**src/rtl/sound_arbiter_if.sv**
```systemverilog
// Connection bundle between the sound arbiter, its three requesters and the note engine.
// The arbiter uses the slave view; requesters plus engine together form the master view.
interface sound_arbiter_if #(
  parameter int OCT_W  = 3,
  parameter int NOTE_W = 4,
  parameter int LEN_W  = 3
);
  logic [2:0]          req;
  logic [3*OCT_W-1:0]  oct_in;
  logic [3*NOTE_W-1:0] note_in;
  logic [3*LEN_W-1:0]  len_in;
  logic                sd_over;
  logic                sd_start;
  logic [OCT_W-1:0]    sd_octave;
  logic [NOTE_W-1:0]   sd_note;
  logic [LEN_W-1:0]    sd_length;
  logic [2:0]          grant;
  logic [2:0]          done;
  logic [2:0]          aborted;
  logic                busy;

  modport slave (
    input  req, oct_in, note_in, len_in, sd_over,
    output sd_start, sd_octave, sd_note, sd_length, grant, done, aborted, busy
  );

  modport master (
    output req, oct_in, note_in, len_in, sd_over,
    input  sd_start, sd_octave, sd_note, sd_length, grant, done, aborted, busy
  );
endinterface

```
**src/rtl/sound_arbiter.sv**
```systemverilog
// Fixed-priority arbiter sharing one note engine between free-play, learn and autoplay.
// Free-play may abort lower-priority notes; a silent gap separates completed notes.
module sound_arbiter #(
  parameter int OCT_W   = 3,
  parameter int NOTE_W  = 4,
  parameter int LEN_W   = 3,
  parameter int GAP_CYC = 0,
  parameter int ACK_TO  = 4,
  parameter int PREEMPT = 1
) (
  input logic           clk,
  input logic           rst,
  sound_arbiter_if.slave bus
);
  typedef enum logic [2:0] {
    ST_IDLE     = 3'd0,
    ST_START    = 3'd1,
    ST_WAIT_ACK = 3'd2,
    ST_PLAY     = 3'd3,
    ST_GAP      = 3'd4
  } state_t;

  localparam logic [7:0] ACK_LOAD = 8'(ACK_TO);
  localparam logic [7:0] GAP_LOAD = 8'(GAP_CYC);

  state_t            state_r, state_s;
  logic [2:0]        grant_r, grant_s;
  logic [2:0]        done_r, done_s;
  logic [2:0]        aborted_r, aborted_s;
  logic              start_r, start_s;
  logic              busy_r, busy_s;
  logic [OCT_W-1:0]  oct_r, oct_s;
  logic [NOTE_W-1:0] note_r, note_s;
  logic [LEN_W-1:0]  len_r, len_s;
  logic [7:0]        ack_r, ack_s;
  logic [7:0]        gap_r, gap_s;
  logic              preempt_s;
  logic              finish_s;
  int                pick_s;

  // Next-state, payload latch and pulse generation.
  always_comb begin
    state_s   = state_r;
    grant_s   = grant_r;
    done_s    = 3'b000;
    aborted_s = 3'b000;
    start_s   = 1'b0;
    oct_s     = oct_r;
    note_s    = note_r;
    len_s     = len_r;
    ack_s     = ack_r;
    gap_s     = gap_r;
    finish_s  = 1'b0;

    if (bus.req[0]) begin
      pick_s = 0;
    end else if (bus.req[1]) begin
      pick_s = 1;
    end else begin
      pick_s = 2;
    end

    preempt_s = (PREEMPT != 0) && bus.req[0] && (grant_r[1] || grant_r[2]) &&
                ((state_r == ST_START) || (state_r == ST_WAIT_ACK) || (state_r == ST_PLAY));

    if (preempt_s) begin
      aborted_s = grant_r;
      grant_s   = 3'b001;
      oct_s     = bus.oct_in[OCT_W-1:0];
      note_s    = bus.note_in[NOTE_W-1:0];
      len_s     = bus.len_in[LEN_W-1:0];
      start_s   = 1'b1;
      state_s   = ST_START;
    end else begin
      case (state_r)
        // A done pulse still on the bus marks the completion cycle; arbitration waits one more cycle.
        ST_IDLE: begin
          if ((bus.req != 3'b000) && (done_r == 3'b000)) begin
            grant_s = 3'(3'b001 << pick_s);
            oct_s   = bus.oct_in[pick_s*OCT_W +: OCT_W];
            note_s  = bus.note_in[pick_s*NOTE_W +: NOTE_W];
            len_s   = bus.len_in[pick_s*LEN_W +: LEN_W];
            start_s = 1'b1;
            state_s = ST_START;
          end else begin
            state_s = ST_IDLE;
          end
        end
        ST_START: begin
          ack_s   = ACK_LOAD;
          state_s = ST_WAIT_ACK;
        end
        ST_WAIT_ACK: begin
          if (!bus.sd_over) begin
            state_s = ST_PLAY;
          end else if (ack_r <= 8'd1) begin
            finish_s = 1'b1;
          end else begin
            ack_s = ack_r - 8'd1;
          end
        end
        ST_PLAY: begin
          if (bus.sd_over) begin
            finish_s = 1'b1;
          end else begin
            state_s = ST_PLAY;
          end
        end
        ST_GAP: begin
          if (gap_r == 8'd0) begin
            state_s = ST_IDLE;
          end else begin
            gap_s = gap_r - 8'd1;
          end
        end
        default: begin
          state_s = ST_IDLE;
          grant_s = 3'b000;
        end
      endcase

      if (finish_s) begin
        done_s  = grant_r;
        grant_s = 3'b000;
        gap_s   = GAP_LOAD;
        state_s = (GAP_CYC == 0) ? ST_IDLE : ST_GAP;
      end else begin
        done_s = 3'b000;
      end
    end

    busy_s = (state_s != ST_IDLE);
  end

  // State, counters and all outputs are registered.
  always_ff @(posedge clk) begin
    if (rst) begin
      state_r   <= ST_IDLE;
      grant_r   <= 3'b000;
      done_r    <= 3'b000;
      aborted_r <= 3'b000;
      start_r   <= 1'b0;
      busy_r    <= 1'b0;
      oct_r     <= '0;
      note_r    <= '0;
      len_r     <= '0;
      ack_r     <= 8'd0;
      gap_r     <= 8'd0;
    end else begin
      state_r   <= state_s;
      grant_r   <= grant_s;
      done_r    <= done_s;
      aborted_r <= aborted_s;
      start_r   <= start_s;
      busy_r    <= busy_s;
      oct_r     <= oct_s;
      note_r    <= note_s;
      len_r     <= len_s;
      ack_r     <= ack_s;
      gap_r     <= gap_s;
    end
  end

  assign bus.sd_start  = start_r;
  assign bus.sd_octave = oct_r;
  assign bus.sd_note   = note_r;
  assign bus.sd_length = len_r;
  assign bus.grant     = grant_r;
  assign bus.done      = done_r;
  assign bus.aborted   = aborted_r;
  assign bus.busy      = busy_r;
endmodule

```
**src/flat_wrapper.sv**
```systemverilog
// flat-port wrapper written by rule: the top's interface ports become plain ports
module sound_arbiter_flat 
#(
  parameter int OCT_W   = 3,
  parameter int NOTE_W  = 4,
  parameter int LEN_W   = 3,
  parameter int GAP_CYC = 0,
  parameter int ACK_TO  = 4,
  parameter int PREEMPT = 1
)
  (clk, rst, bus_req, bus_oct_in, bus_note_in, bus_len_in, bus_sd_over, bus_sd_start, bus_sd_octave, bus_sd_note, bus_sd_length, bus_grant, bus_done, bus_aborted, bus_busy);
  sound_arbiter_if #(.OCT_W(OCT_W), .NOTE_W(NOTE_W), .LEN_W(LEN_W)) bus_i ();
  input logic clk;
  input logic rst;
  input wire logic [$bits(bus_i.req)-1:0] bus_req;
  input wire logic [$bits(bus_i.oct_in)-1:0] bus_oct_in;
  input wire logic [$bits(bus_i.note_in)-1:0] bus_note_in;
  input wire logic [$bits(bus_i.len_in)-1:0] bus_len_in;
  input wire logic [$bits(bus_i.sd_over)-1:0] bus_sd_over;
  output wire logic [$bits(bus_i.sd_start)-1:0] bus_sd_start;
  output wire logic [$bits(bus_i.sd_octave)-1:0] bus_sd_octave;
  output wire logic [$bits(bus_i.sd_note)-1:0] bus_sd_note;
  output wire logic [$bits(bus_i.sd_length)-1:0] bus_sd_length;
  output wire logic [$bits(bus_i.grant)-1:0] bus_grant;
  output wire logic [$bits(bus_i.done)-1:0] bus_done;
  output wire logic [$bits(bus_i.aborted)-1:0] bus_aborted;
  output wire logic [$bits(bus_i.busy)-1:0] bus_busy;
  assign bus_i.req = bus_req;
  assign bus_i.oct_in = bus_oct_in;
  assign bus_i.note_in = bus_note_in;
  assign bus_i.len_in = bus_len_in;
  assign bus_i.sd_over = bus_sd_over;
  assign bus_sd_start = bus_i.sd_start;
  assign bus_sd_octave = bus_i.sd_octave;
  assign bus_sd_note = bus_i.sd_note;
  assign bus_sd_length = bus_i.sd_length;
  assign bus_grant = bus_i.grant;
  assign bus_done = bus_i.done;
  assign bus_aborted = bus_i.aborted;
  assign bus_busy = bus_i.busy;
  sound_arbiter #(.OCT_W(OCT_W), .NOTE_W(NOTE_W), .LEN_W(LEN_W), .GAP_CYC(GAP_CYC), .ACK_TO(ACK_TO), .PREEMPT(PREEMPT)) u_core (.clk(clk), .rst(rst), .bus(bus_i));
endmodule
```
**config.mk**
```make
export PLATFORM = sky130hd
export DESIGN_NAME = sound_arbiter_flat
export DESIGN_NICKNAME = d
export VERILOG_FILES = /design/src/rtl/sound_arbiter_if.sv /design/src/rtl/sound_arbiter.sv /design/src/flat_wrapper.sv
export SDC_FILE = /design/constraint.sdc
export NUM_CORES = 1
export LEC_CHECK = 0
export ABC_AREA = 1
export CAP_MARGIN = 20
export CORE_UTILIZATION = 30
export DETAILED_ROUTE_END_ITERATION = 8
export GPL_ROUTABILITY_DRIVEN = 1
export SLEW_MARGIN = 20
export SYNTH_ARGS = -nofsm -noshare
export SYNTH_HDL_FRONTEND = slang
export SYNTH_SLANG_ARGS = --single-unit
```
**constraint.sdc**
```tcl
create_clock -name clk -period 1.7 [get_ports clk]
set_input_delay 0.34 -clock clk [delete_from_list [all_inputs] [get_ports clk]]
set_output_delay 0.34 -clock clk [all_outputs]
set_load 0.01 [all_outputs]
```
==> results of run 1 <==
-- worst max path at each step --
| stage | start | endpoint | depth (start not counted) |
|---|---|---|---|
| finish | u_core.ack_r[0]$_SDFFE_PP0P_ | u_core.bus.grant[2]$_SDFFE_PP0P_ | 9 |
| global route | u_core.ack_r[0]$_SDFFE_PP0P_ | u_core.ack_r[1]$_SDFFE_PP0P_ | 10 |
| CTS | u_core.ack_r[0]$_SDFFE_PP0P_ | u_core.ack_r[1]$_SDFFE_PP0P_ | 10 |
| detailed placement | bus_req[0] | u_core.bus.sd_note[0]$_SDFFE_PP0P_ | 8 |
| global placement | bus_req[0] | u_core.bus.sd_octave[1]$_SDFFE_PP0P_ | 9 |
| floorplan | u_core.ack_r[0]$_SDFFE_PP0P_ | u_core.ack_r[1]$_SDFFE_PP0P_ | 10 |
-- layer usage --
layer  global-route usage [%]  vias to the layer above  part of all wire, %
met2                     25.0                       34                   46
met3                     2.12                        6                  2.6
li1                         -                     1125                    -
met4                     5.00                        0                  1.4
met1                     19.7                      923                   50
met5                        0                        -                    0
-- cell usage in the layout (no fill, tap or decap) --
master           Yosys  final
a211oi_2             1      1
nand3_2              2      2
nor2_1              53     53
bufinv_16            0      1
o21bai_1             1      1
nand2_2              4      4
nor2_2               5      5
nor3_1               1      1
inv_4                2      2
ha_1                 3      3
o21ai_0              8      8
nand3_1             29     29
a21oi_2              1      1
nand2_4              5      5
a21oi_1             16     16
xor2_1               2      2
clkinv_4             1      1
nand2_1             77     77
inv_1               24     23
clkinvlp_4           0      1
buf_4                0     13
nand3_4              1      1
clkdlybuf4s50_1      0     56
clkbuf_8             0      5
clkinv_2             0      1
inv_2                5      6
o21ai_1              2      2
nand4_1              4      4
dfxtp_1             40     40
o22ai_1              6      6
nor2_8               1      1
xnor2_1              5      5
nor2_4               3      3
-- cell usage after synthesis --
master	number
inv_2	5
nand3_1	29
nor2_4	3
a21oi_2	1
clkinv_4	1
xnor2_1	5
buf_2	1
nor2_1	53
buf_6	1
o21ai_1	2
o21ai_0	8
inv_4	2
nand4_1	4
nand2_2	4
nand3_2	2
a21oi_1	16
nor2_2	5
ha_1	3
nor3_1	1
nand3_4	1
o21bai_1	1
a211oi_2	1
xor2_1	2
nand2_4	5
inv_1	24
o22ai_1	6
dfxtp_1	40
nor2_8	1
nand2_1	77
clkbuf_1	2
-- flip-flops by register name, indices dropped and copies added (netlist names) --
| name | count |
|---|---|
| u_core.bus.sd_note | 4 |
| u_core.state_r | 3 |
| u_core.ack_r | 8 |
| u_core.bus.sd_octave | 3 |
| u_core.bus.busy | 1 |
| u_core.bus.sd_start | 1 |
| u_core.bus.done | 3 |
| u_core.bus.sd_length | 3 |
| u_core.gap_r | 8 |
| u_core.bus.aborted | 3 |
| u_core.bus.grant | 3 |
-- logic make-up after synthesis --
group | count (synthesis)
xor gates and xnor gates | 7
buffers and inverters | 36
DFF | 40
AOI/OAI and AO/OA | 35
adders and majority gates | 3
and+or+nand+nor | 185
-- worst max-delay path, cell delays in order, from the launching register on --
cell	delay [ps]
dfxtp_1	390
inv_2	80
ha_1	210
nor2_1	90
nor2_1	50
nand2_1	80
nand2_2	100
a21oi_1	250
nand2_1	130
nor2_1	110
-- stage by stage --
stage / total power, mW / worst slack [ps] / std cells / setup TNS, ps
floorplan: 2.21 / 217 / 306 / 0
global placement: 2.76 / -88.9 / 467 / -973
detailed placement: 2.77 / -118 / 467 / -1640
CTS: 3.55 / 113 / 475 / 0
global route: 3.78 / 3.28 / 475 / 0
finish: 3.53 / 137 / 475 / 0
-- cell type report --
class / count / area (µm²)
Inverter: 32 / 130
Tap cell: 96 / 120
Clock inverter: 3 / 42.5
Sequential cell: 40 / 801
Clock buffer: 5 / 68.8
Timing Repair Buffer: 69 / 658
Multi-Input combinational cell: 230 / 1160
Fill cell: 681 / 3810
-- timing repair --
| action | 4_1_cts | 5_1_grt |
|---|---|---|
| endpoints found under the setup margin | 0 | 16 |
| gates resized for setup | 0 | 1 |
| hold buffers | 0 | 0 |
-- power by group through the flow --
stage,Combinational (mW),Sequential [mW],Clock (mW)
after floorplan,0.954,1.25,0
after global placement,1.54,1.22,0
after detailed placement,1.55,1.22,0
after CTS,1.56,1.20,0.795
after global routing,1.72,1.22,0.837
final,1.54,1.20,0.788
==> qor.yml, run 1 <==
die_width_um: 86.0
max_cap_viol_count: 0
cp-end-kind: "flop"
wl_per_cell_um: 10.9
drt_pass1_iterations: 4
yosys.area_share.simple_pct: 41.0
rows: 30
placed_cell_area_um2: 2870
run_status: "complete, no violations"
fin_nets: 417
hold_viol_final: 0
cp_max_fo: 5
grt_setup_unrepaired: "false"
postCtsSetupRepairBufs: 0
grtUsageTotal_pct: 14.9
fin_crit_sh_pct: 91.9
hold-path-cell-count: 1
intPower_mw: 2.19
grt.overflow.total: 0
cts_inserted_buffers: 5
synthTopCellsByArea: "dfxtp_1 38%, nand2_1 14%, nor2_1 9.4%, nand3_1 6.9%, inv_1 4.3%"
worstPathRequired_ps: 1930
fmax_ghz: 0.640
synth_cells: 306
drt_iter0_drc: 59
finalSetupViolCount: 0
hp-class: "flop to flop"
num_vias: 2088
swShare_pct: 37.9
utilization_pct: 43.9
peakVddDrop_uv: 417
die_h_um: 86.0
grt_max_degree: 16
antenna_found_initial: 0
syn_to_final_growth_pct: 40.9
cts_tree: "done"
rr_endpoint: "u_core.bus.grant[2]$_SDFFE_PP0P_"
leakagePower_nw: 1.27
dp_hpwl_um: 4040
synthDistinctLibCells: 30
clkPwrFrac_pct: 22.3
hold_start: "u_core.gap_r[0]$_SDFFE_PP0P_"
vias_per_cell: 4.40
r2r_setup_slack_ps: 140
synth_area_per_cell_um2: 6.92
clkLatencyLatePin_ps: 300
synthXorXnorAreaFrac_pct: 2.90
cts_root_buffer: "clkbuf_8"
timing.hold.ws_ps: 458
syn_area_um2: 2120
drive_above_1_share_pct: 14.0
htreeDepth: 2
cp-start-kind: "flop"
yosys.area.top_type: "dfxtp_1"
fin_area_um2: 2980
cp.arrival_ps: 1800
core_um2: 6790
synth_compound_area_share_pct: 9.28
grt_pass1_wl_um: 8840
ys_ff_latch: 40
whs_endpoint: "u_core.gap_r[0]$_SDFFE_PP0P_"
clock-sinks: 40
synth_nets: 345
relSlewSlack_pct: 69.9
ant_nets: 0
yosys_warnings: 0
power_density_nw_per_um2: 1180
drv_slew: 0
gp_congestion: 0.763
clk_pin_slew_ps: 80
dieArea_um2: 7400
ys_seq_area_share_pct: 37.8
cts_max_path_buffers: 2
path_class: "flop to flop"
reg2reg_depth: 9
io_buffers: 56
tightest_slew_ps: 451
p_switching_mw: 1.34
grt_pass1_vias: 1926
routed_wl_um: 5170
io_pins: 57
start_util_pct: 31.2
power_frac_seq_pct: 34.0
combinationalPowerShare_pct: 43.7
r2r_start: "u_core.ack_r[0]$_SDFFE_PP0P_"
synthMuxAreaShare_pct: 0
yosysTopAreaCellShare_pct: 37.8
synth_top_family_by_area: "simple AND/OR/NAND/NOR gates"
diodes: 0
finalCriticalPeriod_ps: 1560
synth_fa_ha_area_share_pct: 1.77
drc_errors: 0
final.setup_skew_ps: 10.8
Power figures use the tool's default switching activity.
==> run 2: changes to the inputs <==
Settings changed: PLACE_DENSITY_LB_ADDON from default to 0.15, TNS_END_PERCENT from default to 20.
==> run 2 against run 1 <==
  * Total power grew 3.4%
  * Critical path depth shrank 8
  * Sequential share of layout area shrank 0.34 points
  * Sequential power is essentially flat
  * Count of clock-buffer cells in the layout grew 2
  * Sequential cell count is the same
  * Highest routed layer unchanged
==> qor.yml, run 2 (same netlist as run 1, synthesis figures left out) <==
grtUsageTotal_pct: 15.5
num_vias: 2091
final_cell_mix: "77 x nand2_1, 56 x clkdlybuf4s50_1, 53 x nor2_1, 40 x dfxtp_1, 29 x nand3_1"
utilization_pct: 44.5
cp_top_family: "buffers and inverters"
cts_root_buffer: "clkbuf_8"
leakagePower_nw: 1.29
htreeDepth: 2
die_h_um: 86.0
crit_chain: "clkdlybuf4s50_1"
power_density_nw_per_um2: 1210
core_um2: 6790
fin_ws_ps: 151
hold_viol_final: 0
io_pins: 57
grt_max_degree: 16
critPathBufInv: 1
final_common_cell: "nand2_1"
rows: 30
drt_iter0_drc: 49
cp.arrival_ps: 1210
dp_hpwl_um: 4030
fill_cells: 689
path_class: "flop to primary output"
fin_crit_sh_pct: 91.1
io_buffers: 56
r2r_start: "u_core.ack_r[1]$_SDFFE_PP0P_"
routed_wl_um: 5250
wl_per_cell_um: 11.0
final_cells: 477
place_ws_ps: -55.6
cp_max_fo: 2
grt.overflow.total: 0
cp-end-kind: "primary output"
fmax_ghz: 0.646
run_status: "complete, no violations"
antenna_found_initial: 0
routedLengthMet1_um: 2590
power.total_mw: 3.66
start_util_pct: 31.2
reg2reg_depth: 9
clk_pin_slew_ps: 90
cts_max_path_buffers: 2
cts_inserted_buffers: 5
tightest_slew_ps: 448
hold_start: "u_core.gap_r[0]$_SDFFE_PP0P_"
critical_path.slowest_cell: "clkdlybuf4s50_1"
wl_met2_um: 2390
diodes: 0
syn_to_final_growth_pct: 42.7
dp_cells: 469
finalSetupViolCount: 0
worstPathRequired_ps: 1360
clock-sinks: 40
gp_congestion: 0.827
vias_per_cell: 4.38
ant_nets: 0
grt_pass1_wl_um: 9170
clkLatencyLatePin_ps: 300
dieArea_um2: 7400
drt_pass1_iterations: 4
cp-start-kind: "flop"
rr_endpoint: "u_core.bus.busy$_SDFF_PP0_"
finalCriticalPeriod_ps: 1550
die_width_um: 86.0
dr_wl_met3_um: 183
relSlewSlack_pct: 70.1
cts_tree: "done"
drc_errors: 0
cp_slowest_stage_delay_ps: 550
r2r_setup_slack_ps: 180
max_cap_viol_count: 0
final.setup_skew_ps: 7.56
peakVddDrop_uv: 492
top_layer: "met4"
grt_setup_unrepaired: "false"
grt_pass1_vias: 2037
whs_endpoint: "u_core.gap_r[0]$_SDFFE_PP0P_"
drive_above_1_share_pct: 14.4
hp-class: "flop to flop"
hold-path-cell-count: 1
fin_nets: 419
drv_slew: 0
==> run 2: cell type report <==
| cell class | count | area [µm²] | share of cell area [%] |
|---|---|---|---|
| Inverter | 32 | 130 | 4.31 |
| Clock inverter | 1 | 30.0 | 0.994 |
| Timing Repair Buffer | 71 | 673 | 22.3 |
| Tap cell | 96 | 120 | 3.98 |
| Clock buffer | 7 | 96.3 | 3.19 |
| Multi-Input combinational cell | 230 | 1170 | 38.8 |
| Sequential cell | 40 | 801 | 26.5 |
==> run 2: power by group <==
part | internal, mW | switching, mW
clock | 0.518 | 0.347
combinational | 0.683 | 0.898
sequential | 1.09 | 0.118
==> run 2: repair_timing <==
item                                    CTS  global route
buffers inserted                          0             0
hold buffers                              0             0
endpoints found under the setup margin    0             3
endpoints found under the hold margin     0             0
resized for setup                         0             2
==> run 2: routing by layer <==
| layer | up-vias | track usage, % |
|---|---|---|
| met3 | 7 | 3.37 |
| met1 | 923 | 19.9 |
| met4 | 0 | 5.91 |
| met5 | - | 0 |
| met2 | 38 | 25.4 |
| li1 | 1123 | - |
==> run 2: through the flow <==
step | setup TNS (ps) | cell area, µm² | hold WS, ps
after floorplan | 0 | 2120 | 426
after global placement | -624 | 2890 | 442
after detailed placement | -648 | 2890 | 445
after CTS | 0 | 3010 | 454
after global routing | 0 | 3020 | 465
final | 0 | 3020 | 449
==> run 2: worst max path at each step <==
stage | depth (start not counted) | startpoint | end
5_1_grt | 9 | u_core.ack_r[1]$_SDFFE_PP0P_ | u_core.bus.busy$_SDFF_PP0_
2_1_floorplan | 10 | u_core.ack_r[0]$_SDFFE_PP0P_ | u_core.ack_r[1]$_SDFFE_PP0P_
4_1_cts | 1 | u_core.bus.grant[1]$_SDFFE_PP0P_ | bus_grant[1]
3_3_place_gp | 9 | bus_req[0] | u_core.bus.sd_octave[1]$_SDFFE_PP0P_
6_report | 1 | u_core.bus.sd_note[0]$_SDFFE_PP0P_ | bus_sd_note[0]
3_5_place_dp | 9 | bus_req[0] | u_core.bus.sd_octave[2]$_SDFFE_PP0P_
==> run 3: changes to the inputs <==
Settings changed: CELL_PAD_IN_SITES_DETAIL_PLACEMENT from default to 1, CELL_PAD_IN_SITES_GLOBAL_PLACEMENT from default to 2, CORE_UTILIZATION 30 to 26.
==> run 3 against run 2 <==
  * Via count increased by 3.9%
  * Clock power decreased by 18%
  * Die area increased by 15%
  * Non-clock buffer count increased by 1
  * Wire length increased by 17%
  * Maximum frequency decreased by 0.92%
  * Critical path type unchanged
  * Count of clock-buffer cells in the layout decreased by 1
  * Largest cell class unchanged
  * Largest power group unchanged
  * Sequential cell count unchanged
  * Critical endpoint is now bus_sd_octave[2]
  * Combinational power increased by 3%
==> qor.yml, run 3 (same netlist as run 1, synthesis figures left out) <==
fin_crit_sh_pct: 92.0
vias_per_cell: 4.49
critical_path.slowest_cell: "clkdlybuf4s50_1"
cp_top_family: "buffers and inverters"
hold_viol_final: 0
fmax_ghz: 0.640
finalSetupViolCount: 0
critPathBufInv: 1
io_buffers: 56
grt_util_met1_pct: 18.4
cp_max_fo: 2
cp.arrival_ps: 1220
grt_pass1_wl_um: 10600
drt_pass1_iterations: 4
drive_above_1_share_pct: 14.9
cp_slowest_stage_delay_ps: 570
fin_nets: 420
max_cap_viol_count: 0
clk_pin_slew_ps: 90
cts_max_path_buffers: 2
grt.overflow.total: 0
path_class: "flop to primary output"
relSlewSlack_pct: 71.6
num_vias: 2172
start_util_pct: 27.1
final_cell_mix: "77 x nand2_1, 56 x clkdlybuf4s50_1, 53 x nor2_1, 39 x dfxtp_1, 29 x nand3_1"
clock-sinks: 40
grtUsageMet3_pct: 3.15
dp_cells: 476
rows: 32
cts_inserted_buffers: 5
io_pins: 57
hold-path-cell-count: 1
worstPathRequired_ps: 1360
path_depth: 1
grtUsageTotal_pct: 15.7
final_common_cell: "nand2_1"
grt_max_degree: 16
gp_congestion: 0.725
r2r_setup_slack_ps: 180
grt_busiest_layer: "met2"
tightest_slew_ps: 425
wl_per_cell_um: 12.7
clkLatencyLatePin_ps: 300
leakagePower_nw: 1.29
syn_to_final_growth_pct: 43.0
routed_wl_um: 6160
peakVddDrop_uv: 490
timing.hold.ws_ps: 472
cp-start-kind: "flop"
core_um2: 7810
cp-end-kind: "primary output"
final_cells: 484
die_h_um: 92.2
final.setup_skew_ps: 6.62
grt_pass1_vias: 2396
dieArea_um2: 8510
cts_tree: "done"
die_width_um: 92.2
crit_chain: "clkdlybuf4s50_1"
drc_errors: 0
drt_iter0_drc: 33
drv_slew: 0
power_density_nw_per_um2: 1170
grt_setup_unrepaired: "false"
finalCriticalPeriod_ps: 1560
reg2reg_depth: 8
htreeDepth: 2
ant_nets: 0
grt.met2_usage_pct: 29.0
diodes: 0
hp-class: "flop to flop"
antenna_found_initial: 0
run_status: "complete, no violations"
dp_hpwl_um: 4940
postCtsSetupRepairBufs: 0
cts_root_buffer: "clkbuf_8"
## run 3: cell count changes in the layout (fill, tap and decap cells not counted)
cell       before  now
nand2_4         6    5
nand2_2         3    4
dfxtp_2         0    1
inv_6           0    1
buf_12          0    2
bufinv_16       1    0
dfxtp_1        40   39
buf_4          15   14
clkbuf_8        7    6
clkinv_2        0    1
## run 3: final timing paths
kind                                        start                           end
max          u_core.bus.sd_octave[2]$_SDFFE_PP0P_              bus_sd_octave[2]
min reg2reg          u_core.gap_r[0]$_SDFFE_PP0P_  u_core.gap_r[0]$_SDFFE_PP0P_
max reg2reg          u_core.gap_r[0]$_SDFFE_PP0P_  u_core.gap_r[7]$_SDFFE_PP0P_
min                  u_core.gap_r[0]$_SDFFE_PP0P_  u_core.gap_r[0]$_SDFFE_PP0P_
## run 3: routing by layer
metal	share of wire, %	up-vias
met3	2.8	7
met2	50	30
met5	0	-
met4	1.4	0
met1	46	1010
li1	-	1125
## run 3: final cells by class
cell class	count	area (µm²)
Tap cell	102	128
Inverter	32	130
Clock buffer	6	82.6
Timing Repair Buffer	72	706
Clock inverter	2	13.8
Multi-Input combinational cell	230	1170
Sequential cell	40	802
Fill cell	992	4780
## run 3: power by group
group / switching (mW) / leakage, nW / internal, mW
registers: 0.119 / 0.327 / 1.09
logic: 0.928 / 0.913 / 0.698
clock network: 0.373 / 0.0516 / 0.333
total: 1.42 / 1.29 / 2.12
## run 3: through the flow
stage / worst slack [ps] / power (mW) / instance area [µm²] / util (%) / TNS (ps)
floorplan: 217 / 2.21 / 2120 / - / 0
global placement: -148 / 2.85 / 2930 / 37.5 / -1460
detailed placement: -201 / 2.87 / 2930 / 37.5 / -2850
CTS: 108 / 3.59 / 3020 / 38.7 / 0
global route: 2.48 / 3.83 / 3030 / 38.8 / 0
finish: 137 / 3.54 / 3030 / 38.8 / 0
## run 3: repair_timing
| action | 4_1_cts | 5_1_grt |
|---|---|---|
| setup endpoints to repair | 0 | 6 |
| hold endpoints to repair | 0 | 0 |
| resized for setup | 0 | 2 |
| hold buffers | 0 | 0 |
